$ cat config.mk
export PLATFORM = sky130hd
export DESIGN_NAME = sram_fifo_rd_streamer
export DESIGN_NICKNAME = d
export VERILOG_FILES = /design/src/rtl/sram_fifo_rd_streamer.sv
export SDC_FILE = /design/constraint.sdc
export NUM_CORES = 1
export LEC_CHECK = 0
export CORE_UTILIZATION = 59
export DETAILED_ROUTE_END_ITERATION = 10
export PLACE_DENSITY = 0.85
export SLEW_MARGIN = 10
export SYNTH_ARGS = -nofsm -noshare
export SYNTH_HDL_FRONTEND = slang
export SYNTH_SLANG_ARGS = --single-unit
export TNS_END_PERCENT = 5
$ cat constraint.sdc
create_clock -name i_clk -period 2.7 [get_ports i_clk]
set_input_delay 0.54 -clock i_clk [delete_from_list [all_inputs] [get_ports i_clk]]
set_output_delay 0.54 -clock i_clk [all_outputs]
set_load 0.02 [all_outputs]
$ cat src/rtl/sram_fifo_rd_streamer.sv
// sram_fifo_rd_streamer
//   Read-side engine for an sram_fifo. Issues FIFO reads under a credit limit,
//   captures returned words in a small prefetch ring, and unpacks each word
//   LSB-first into OUT_W symbols on a valid/ready stream. It also flags the
//   last symbol of every FRAME_SYMS-symbol frame.
// Ports
//   i_clk, i_rst_n          clock, async active-low reset
//   i_enable                allow new FIFO reads
//   i_fifo_empty            FIFO empty status
//   o_fifo_rd_req           FIFO read request (one word per asserted cycle)
//   i_fifo_rd_data_val/_data returned word strobe / word
//   o_out_valid/i_out_ready/o_out_data/o_out_last   symbol stream
//   o_busy                  words outstanding or buffered
//   o_err_unexp_val         sticky: return strobe seen with nothing outstanding
module sram_fifo_rd_streamer #(
  parameter int DATA_W     = 32,
  parameter int OUT_W      = 8,
  parameter int BUF_DEPTH  = 2,
  parameter int FRAME_SYMS = 16
) (
  input  logic              i_clk,
  input  logic              i_rst_n,
  input  logic              i_enable,
  input  logic              i_fifo_empty,
  output logic              o_fifo_rd_req,
  input  logic              i_fifo_rd_data_val,
  input  logic [DATA_W-1:0] i_fifo_rd_data,
  output logic              o_out_valid,
  input  logic              i_out_ready,
  output logic [OUT_W-1:0]  o_out_data,
  output logic              o_out_last,
  output logic              o_busy,
  output logic              o_err_unexp_val
);

  localparam int SYMS      = DATA_W / OUT_W;
  localparam int SYM_IDX_W = (SYMS > 1) ? $clog2(SYMS) : 1;
  localparam int FRM_W     = (FRAME_SYMS > 1) ? $clog2(FRAME_SYMS) : 1;
  localparam int PTR_W     = (BUF_DEPTH > 1) ? $clog2(BUF_DEPTH) : 1;
  localparam int CNT_W     = $clog2(BUF_DEPTH + 1);

  logic [DATA_W-1:0]    r_buf [BUF_DEPTH];
  logic [PTR_W-1:0]     r_wr_ptr, r_rd_ptr;
  logic [CNT_W-1:0]     r_buf_cnt, r_outst;
  logic [SYM_IDX_W-1:0] r_sym_idx;
  logic [FRM_W-1:0]     r_frame_cnt;
  logic                 r_err;

  logic [CNT_W:0]       w_credit;
  logic                 w_accept, w_unexp, w_hs, w_pop, w_frm_end;
  logic [DATA_W-1:0]    w_head;
  logic [OUT_W-1:0]     w_syms [SYMS];

  function automatic logic [PTR_W-1:0] ptr_inc(input logic [PTR_W-1:0] p);
    return (p == PTR_W'(BUF_DEPTH - 1)) ? '0 : p + 1'b1;
  endfunction

  // Words buffered plus words in flight never exceed BUF_DEPTH, so every
  // returned word is guaranteed a free slot without backpressure to the FIFO.
  assign w_credit      = (CNT_W+1)'(r_buf_cnt) + (CNT_W+1)'(r_outst);
  assign o_fifo_rd_req = i_enable & ~i_fifo_empty & (w_credit < (CNT_W+1)'(BUF_DEPTH));

  // A return with nothing outstanding is dropped; only the sticky flag records it.
  assign w_accept = i_fifo_rd_data_val & (r_outst != '0);
  assign w_unexp  = i_fifo_rd_data_val & (r_outst == '0);

  assign o_out_valid = (r_buf_cnt != '0);
  assign w_hs        = o_out_valid & i_out_ready;
  assign w_pop       = w_hs & (r_sym_idx == SYM_IDX_W'(SYMS - 1));
  assign w_frm_end   = (r_frame_cnt == FRM_W'(FRAME_SYMS - 1));

  assign w_head = r_buf[r_rd_ptr];
  for (genvar g = 0; g < SYMS; g++) begin : g_unpack
    assign w_syms[g] = w_head[g*OUT_W +: OUT_W];
  end

  assign o_out_data      = o_out_valid ? w_syms[r_sym_idx] : '0;
  assign o_out_last      = o_out_valid & w_frm_end;
  assign o_busy          = (r_outst != '0) | (r_buf_cnt != '0);
  assign o_err_unexp_val = r_err;

  always_ff @(posedge i_clk or negedge i_rst_n) begin
    if (!i_rst_n) begin
      for (int i = 0; i < BUF_DEPTH; i++) r_buf[i] <= '0;
      r_wr_ptr    <= '0;
      r_rd_ptr    <= '0;
      r_buf_cnt   <= '0;
      r_outst     <= '0;
      r_sym_idx   <= '0;
      r_frame_cnt <= '0;
      r_err       <= 1'b0;
    end else begin
      r_outst   <= r_outst + CNT_W'(o_fifo_rd_req) - CNT_W'(w_accept);
      r_buf_cnt <= r_buf_cnt + CNT_W'(w_accept) - CNT_W'(w_pop);
      if (w_accept) begin
        r_buf[r_wr_ptr] <= i_fifo_rd_data;
        r_wr_ptr        <= ptr_inc(r_wr_ptr);
      end
      if (w_pop) r_rd_ptr <= ptr_inc(r_rd_ptr);
      if (w_hs) begin
        r_sym_idx   <= w_pop ? '0 : r_sym_idx + 1'b1;
        r_frame_cnt <= w_frm_end ? '0 : r_frame_cnt + 1'b1;
      end
      if (w_unexp) r_err <= 1'b1;
    end
  end

endmodule

== Yosys cells after proc, flatten, opt, wreduce, memory -nomap -nowiden ==
Cells that the tools add are included.

* Add/sub/neg operators: 9
* Magnitude comparators: 5
* Equality and inequality tests: 2
* Mux-type cells: 14
* Bitwise logic cells: 12
* Reduce and logical (&&, ||, !) cells: 4

{| class="wikitable"
|+ Operator list
! operator !! count
|-
| 32-bit two-way mux || 4
|-
| 64-bit bitwise mux || 1
|-
| 32-bit demux with 1-bit select || 1
|-
| 8-bit two-way mux || 3
|-
| 8-bit binary-select mux with 2-bit select || 1
|-
| 1-bit AND || 7
|-
| 2-bit by 1-bit adder with 2-bit output || 2
|-
| 4-bit by 1-bit adder with 4-bit output (second input constant) || 1
|-
| 4-bit == test (second input constant) || 1
|-
| 2-bit greater-or-equal comparator (second input constant) || 2
|-
| 4-bit two-way mux || 1
|-
| 1-bit NOT with 2-bit output || 2
|-
| 2-bit nonzero test || 2
|-
| 2-bit by 1-bit subtractor with 2-bit output || 2
|-
| 2-bit by 2-bit adder with 3-bit output || 1
|-
| 3-bit greater-or-equal comparator (second input constant) || 1
|-
| 3-bit by 2-bit less-than comparator with 1-bit output (second input constant) || 1
|-
| 2-bit NOT with 3-bit output || 1
|-
| 1-bit adder (second input constant) || 2
|-
| 2-bit by 1-bit adder with 2-bit output (second input constant) || 1
|-
| 2-bit == test (second input constant) || 1
|-
| 2-bit zero test || 1
|-
| 2-bit by 1-bit less-than comparator with 1-bit output (second input constant) || 1
|-
| 1-bit two-way mux || 2
|-
| 4 further kinds || 4
|}

* Register bits: 77
* Bits of input ports: 38
* Output and inout bits: 13
* Word-level logic and storage cells: 55

== Depth between registers and ports, before layout ==
* Depth in word-level cells: 8
* Mapped depth: 7
* Depth with buffers taken out: 7

== Least setup slack after synthesis ==
Ideal clock, no wire load.

* Path kind: register -> register
* Start point: register r_outst[0]
* End point: register r_outst[1]
* Library setup time: 0.080 ns
* Arrival time: 2.433 ns
* Required time: 2.620 ns
* Slack: 0.187 ns
* Cell stages (with the launch flop): 7
* Path buffers: 0
* Clock period less this slack: 2.513 ns
* Cell sequence: dfrtp_1 > and2_2 > fa_1 > nor4b_1 > ha_1 > xnor2_1 > xnor2_1

* Word-level cells in the longest chain between the ends: 5
* Elaborated cells on any way between the ends: 7
* Those cells by class: 3 x add/sub; 1 x order compare; 2 x bitwise; 1 x reduce/logical

{| class="wikitable"
|+ RTL lines
! element !! line !! source
|-
| start: declaration || 44 || <nowiki>logic [CNT_W-1:0] r_buf_cnt, r_outst;</nowiki>
|-
| start signal: assignment || 93 || <nowiki>r_outst <= r_outst + CNT_W'(o_fifo_rd_req) - CNT_W'(w_accept);</nowiki>
|-
| 2-bit by 2-bit adder with 3-bit output || 60 || <nowiki>assign w_credit = (CNT_W+1)'(r_buf_cnt) + (CNT_W+1)'(r_outst);</nowiki>
|-
| 3-bit by 2-bit less-than comparator with 1-bit output || 61 || <nowiki>assign o_fifo_rd_req = i_enable & ~i_fifo_empty & (w_credit < (CNT_W+1)'(BUF_DEPTH));</nowiki>
|-
| 1-bit AND || 61 ||
|-
| net o_fifo_rd_req || 25 || <nowiki>output logic o_fifo_rd_req,</nowiki>
|-
| 2-bit by 1-bit adder with 2-bit output || 93 ||
|-
| 2-bit by 1-bit subtractor with 2-bit output || 93 ||
|}

The timed path passes the listed nets, and every way through them passes these cells.
A chain may end at the register's enable or synchronous reset.

== Worst setup path after layout ==
* Start point: register r_rd_ptr
* End point: output port o_out_data[5]

* Word-level cells in the longest chain between the ends: 8

{| class="wikitable"
|+ RTL lines
! element !! line !! source
|-
| start: declaration || 43 || <nowiki>logic [PTR_W-1:0] r_wr_ptr, r_rd_ptr;</nowiki>
|-
| start signal: assignment || 99 || <nowiki>if (w_pop) r_rd_ptr <= ptr_inc(r_rd_ptr);</nowiki>
|-
| 1-bit NOT with 2-bit output (not written as such) || 72 || <nowiki>assign w_head = r_buf[r_rd_ptr];</nowiki>
|-
| 32-bit two-way mux (not written as such) (3 in series) || 72 ||
|-
| 8-bit binary-select mux with 2-bit select || 77 || <nowiki>assign o_out_data = o_out_valid ? w_syms[r_sym_idx] : '0;</nowiki>
|-
| 8-bit two-way mux (not written as such) (2 in series) || 77 ||
|-
| 8-bit two-way mux || 77 ||
|-
| end: declaration || 30 || <nowiki>output logic [OUT_W-1:0] o_out_data,</nowiki>
|}

Every way passes these cells. The select of a mux whose other input is x is not followed.

==> out/summary.md <==
The run finished with clean final reports. For the pin with the worst max-slew slack, the measured transition is 0.657 ns. By area the synthesized netlist is led by sky130_fd_sc_hd__dfrtp_1, sky130_fd_sc_hd__mux2_4, sky130_fd_sc_hd__mux2i_1, sky130_fd_sc_hd__a22oi_1, sky130_fd_sc_hd__ha_1. The tool flagged a number of max-cap violations equal to 0. Dividing the detail-routed wire length by the instance count gives 19.9 um. The maximum level of the CTS H-tree was 3; the pre-CTS setup slack was 0.0771 ns. Measured in cells, the most critical reg-to-reg path has a length of 6. TritonCTS built the clock tree. After synthesis, the mean cell area works out to 14.7 sq um. Fraction of synthesized cell area in xor and xnor cells: 1.58%. Once detailed placement completed, the half-perimeter wirelength came to 5220 um. Synthesis warning total: 0. The post-synthesis net count came out at 309.

The floorplan step set the die width to 83.2 um. The synthesized netlist devotes 4.70% of its cell area to simple gates. The share of synthesized area in the top cell type comes to 49.6%. In the synthesized netlist, the number of instances is 264.

In this run the core area contains 29 standard-cell rows. Of the cells placed in the final design, the portion with a size suffix greater than 1 is 31.2%. The logs give 24.6% for the total track usage and 1.06 mV for the maximum vdd drop. By area, the combinational part of the netlist is dominated by multiplexers. Dividing the detail-routed via count by the number of cells gives 5.83.

The number of clock sinks came out at 77. The first detailed-routing pass ran for 4 iterations. Of all cell types, the one taking the most synthesized area is sky130_fd_sc_hd__dfrtp_1. The detailed router finished its first iteration with 104 violations. The run gives 0 as the post-route antenna net violation count. STA classifies the critical path endpoint as a primary output. Measured against its own limit, the worst slew margin works out to 55.7%. For this design the static power due to leakage is 0.00229 uW. In this run, CTS created clock tree buffers numbering 9. Required time of the worst setup path: 2.16 ns.

The critical-path cell with the highest stage delay was sky130_fd_sc_hd__clkdlybuf4s50_1. Power spread over the standard cell area amounts to 1340 mW/mm^2. The clock tree root driver cell is sky130_fd_sc_hd__clkbuf_8. The final global-route overflow total was 0; the final setup TNS was 0 ns. Counting flops with a built-in enable in the synthesized netlist gives 0. The mux cell area share after synthesis is 32.6%. Setup clock skew after layout: 0.00395 ns. Worst min-delay path category: in2async. STA puts the critical path data arrival time at 2.13 ns. In this run the number of cells on the critical path is 5. Buffering stage count on the worst path with inverters included: 2.

The portion of the clock cycle consumed by the worst path in the final layout works out to 99.0%. STA classifies the critical path startpoint as a flip-flop. The net count of the finished layout is 370.

The I/O pin count is 51. The most repeated cell in the gate-level netlist after synthesis is sky130_fd_sc_hd__dfrtp_1. For this configuration, the core starts out at a cell density of 61.2%. The initial antenna violation count is 0. The via count of the first global-routing pass was 2532. The tools report the wire length after detailed routing as 8100 um. The final-layout fill cell count is 399.

By count the netlist is led by sky130_fd_sc_hd__dfrtp_1, sky130_fd_sc_hd__mux2_4, sky130_fd_sc_hd__mux2i_1. The total area inside the core boundary comes to 0.00635 sq mm. The highest clock rate was 374 MHz. Setup repair after global routing could not meet its margin everywhere. The count of buffers added on input and output ports is 50.

The area growth from synthesis to layout is 22.0%, and the clock latency reported for the late side of the worst-skew pair is 0.35 ns. After layout, the worst setup slack is 0.0269 ns. The tools report the final max-slew violation count as 0.

The buffer levels on the longest clock path was 2. The adder and majority gate portion of the synthesized area came out at 2.45%. The critical path goes through buf_4 > mux2i_1 > a22oi_1 > and3_1 > clkdlybuf4s50_1.

The mapped cell area is 0.00389 sq mm. In this design, the largest share of critical-path delay is due to buffers and inverters. In this run the register-to-register setup slack is 0.75 ns.

For the pin count of the biggest net entering global routing, the log shows 78. Of all nets on the critical path, the largest fanout is 9. Sequential element share of the synthesized area: 49.6%. Flip-flop cell with the highest count after synthesis: sky130_fd_sc_hd__dfrtp_1.

For the full die area, the log shows 0.00692 sq mm. Buffers inserted to repair hold after CTS numbered 0. In this run, synthesis produced a sequential element count of 77. For this block, the via count after detailed routing is 2373. Summing the areas of all compound-gate instances in the mapped netlist gives 4.80% of the synthesized area.

Path type of the worst setup path: reg2out. The number of distinct library cell variants in the gate-level netlist after synthesis is 34, and the peak per-stage delay on the critical path is 0.60 ns. The first global-routing pass estimated 13200 um of wire. Setup violations remaining at the end of the flow were counted as 0.

The number of hold violations in the final report is 0, and the number of antenna repair diodes is 0. Die span in y: 83.2 um. After clock tree synthesis, the clock-pin slew on the worst setup and hold paths is 0.08 ns.

Counting flops with an async set or reset pin after synthesis yields a share of 100%. The final critical-path required period is 2.67 ns, and the remaining routing DRC violations is 0. Routability-driven placement finished with a final weighted congestion of 0.708.
## state kept, by name, summed over array words and instances (netlist names)
register / cells
o_err_unexp_val: 1
r_buf: 64
r_buf_cnt: 2
r_frame_cnt: 4
r_outst: 2
r_rd_ptr: 1
r_sym_idx: 2
r_wr_ptr: 1
## layer usage
layer	track usage (%)	up-vias	wire (um)
met4	8.46	0	110
li1	-	1070	-
met3	6.36	13	371
met5	0	-	0
met2	39.8	78	4070
met1	32.3	1212	3550
## timing repair
action,in CTS,in global routing
endpoints found under the setup margin,9,8
buffers inserted,1,0
gates resized for setup,5,8
## placed cells by master (no fill, tap or decap), types with 2 or more instances in the layout
cell type / count
sky130_fd_sc_hd__mux2_2: 4
sky130_fd_sc_hd__dlymetal6s2s_1: 5
sky130_fd_sc_hd__buf_12: 3
sky130_fd_sc_hd__o21ai_0: 3
sky130_fd_sc_hd__and3_1: 8
sky130_fd_sc_hd__clkbuf_8: 9
sky130_fd_sc_hd__clkdlybuf4s50_1: 42
sky130_fd_sc_hd__a21o_1: 2
sky130_fd_sc_hd__bufinv_16: 3
sky130_fd_sc_hd__dfrtp_1: 76
sky130_fd_sc_hd__mux2i_1: 31
sky130_fd_sc_hd__nand2_1: 10
sky130_fd_sc_hd__xnor2_1: 6
sky130_fd_sc_hd__mux2_4: 60
sky130_fd_sc_hd__nor2_1: 4
sky130_fd_sc_hd__and2_2: 2
sky130_fd_sc_hd__a22oi_1: 16
sky130_fd_sc_hd__ha_1: 6
sky130_fd_sc_hd__inv_1: 5
sky130_fd_sc_hd__buf_4: 9
## final cells by class
| cell class | count | area, sq um | area share, % |
|---|---|---|---|
| Clock inverter | 6 | 111 | 2.35 |
| Multi-Input combinational cell | 168 | 1810 | 38.1 |
| Tap cell | 77 | 96.3 | 2.03 |
| Timing Repair Buffer | 63 | 646 | 13.6 |
| Clock buffer | 10 | 128 | 2.69 |
| Inverter | 6 | 25.0 | 0.528 |
| Sequential cell | 77 | 1930 | 40.7 |
## kinds of logic (layout without fill, tap and decap cells)
group | Yosys count | in the layout
xor gates and xnor gates | 7 | 7
AOI/OAI and AO/OA | 25 | 25
muxes | 96 | 96
adders and majority gates | 7 | 7
and+or+nand+nor | 33 | 33
buffers and inverters | 19 | 85
DFF | 77 | 77
## path summary, 6_finish.rpt
kind / startpoint / endpoint
max: r_rd_ptr / o_out_data[5]
min: i_rst_n / r_buf[34]
max reg2reg: r_buf_cnt[0] / r_outst[1]
min reg2reg: o_err_unexp_val / o_err_unexp_val
max in group asynchronous: i_rst_n / r_rd_ptr
min in group i_clk: o_err_unexp_val / o_err_unexp_val
## report_power, final
part           switching (uW)  internal [uW]  total (uW)
combinational            1340           1770        3110
clock                     432            614        1050
sequential                438           1750        2190
## worst reg2reg max path, stage by stage, from the launching register on
cell and delay, ns:
sky130_fd_sc_hd__dfrtp_1 0.37, sky130_fd_sc_hd__and2_2 0.19, sky130_fd_sc_hd__fa_1 0.45, sky130_fd_sc_hd__nor4b_2 0.33, sky130_fd_sc_hd__ha_1 0.23, sky130_fd_sc_hd__xnor2_1 0.14
sky130_fd_sc_hd__xnor2_1 0.15
## through the flow
| step | cells | util [%] | instance area, sq um | hold WS (ns) | total power [uW] |
|---|---|---|---|---|---|
| 5_1_grt | 407 | 74.6 | 4740 | 0.233 | 6670 |
| 2_1_floorplan | 264 | - | 3890 | 0.244 | 4370 |
| 6_report | 407 | 74.6 | 4740 | 0.202 | 6350 |
| 3_5_place_dp | 390 | 70.3 | 4460 | 0.447 | 5220 |
| 4_1_cts | 407 | 74.3 | 4720 | 0.228 | 6330 |
| 3_3_place_gp | 390 | 70.3 | 4460 | 0.449 | 5100 |
No activity file was read; power rests on OpenSTA's default activity.
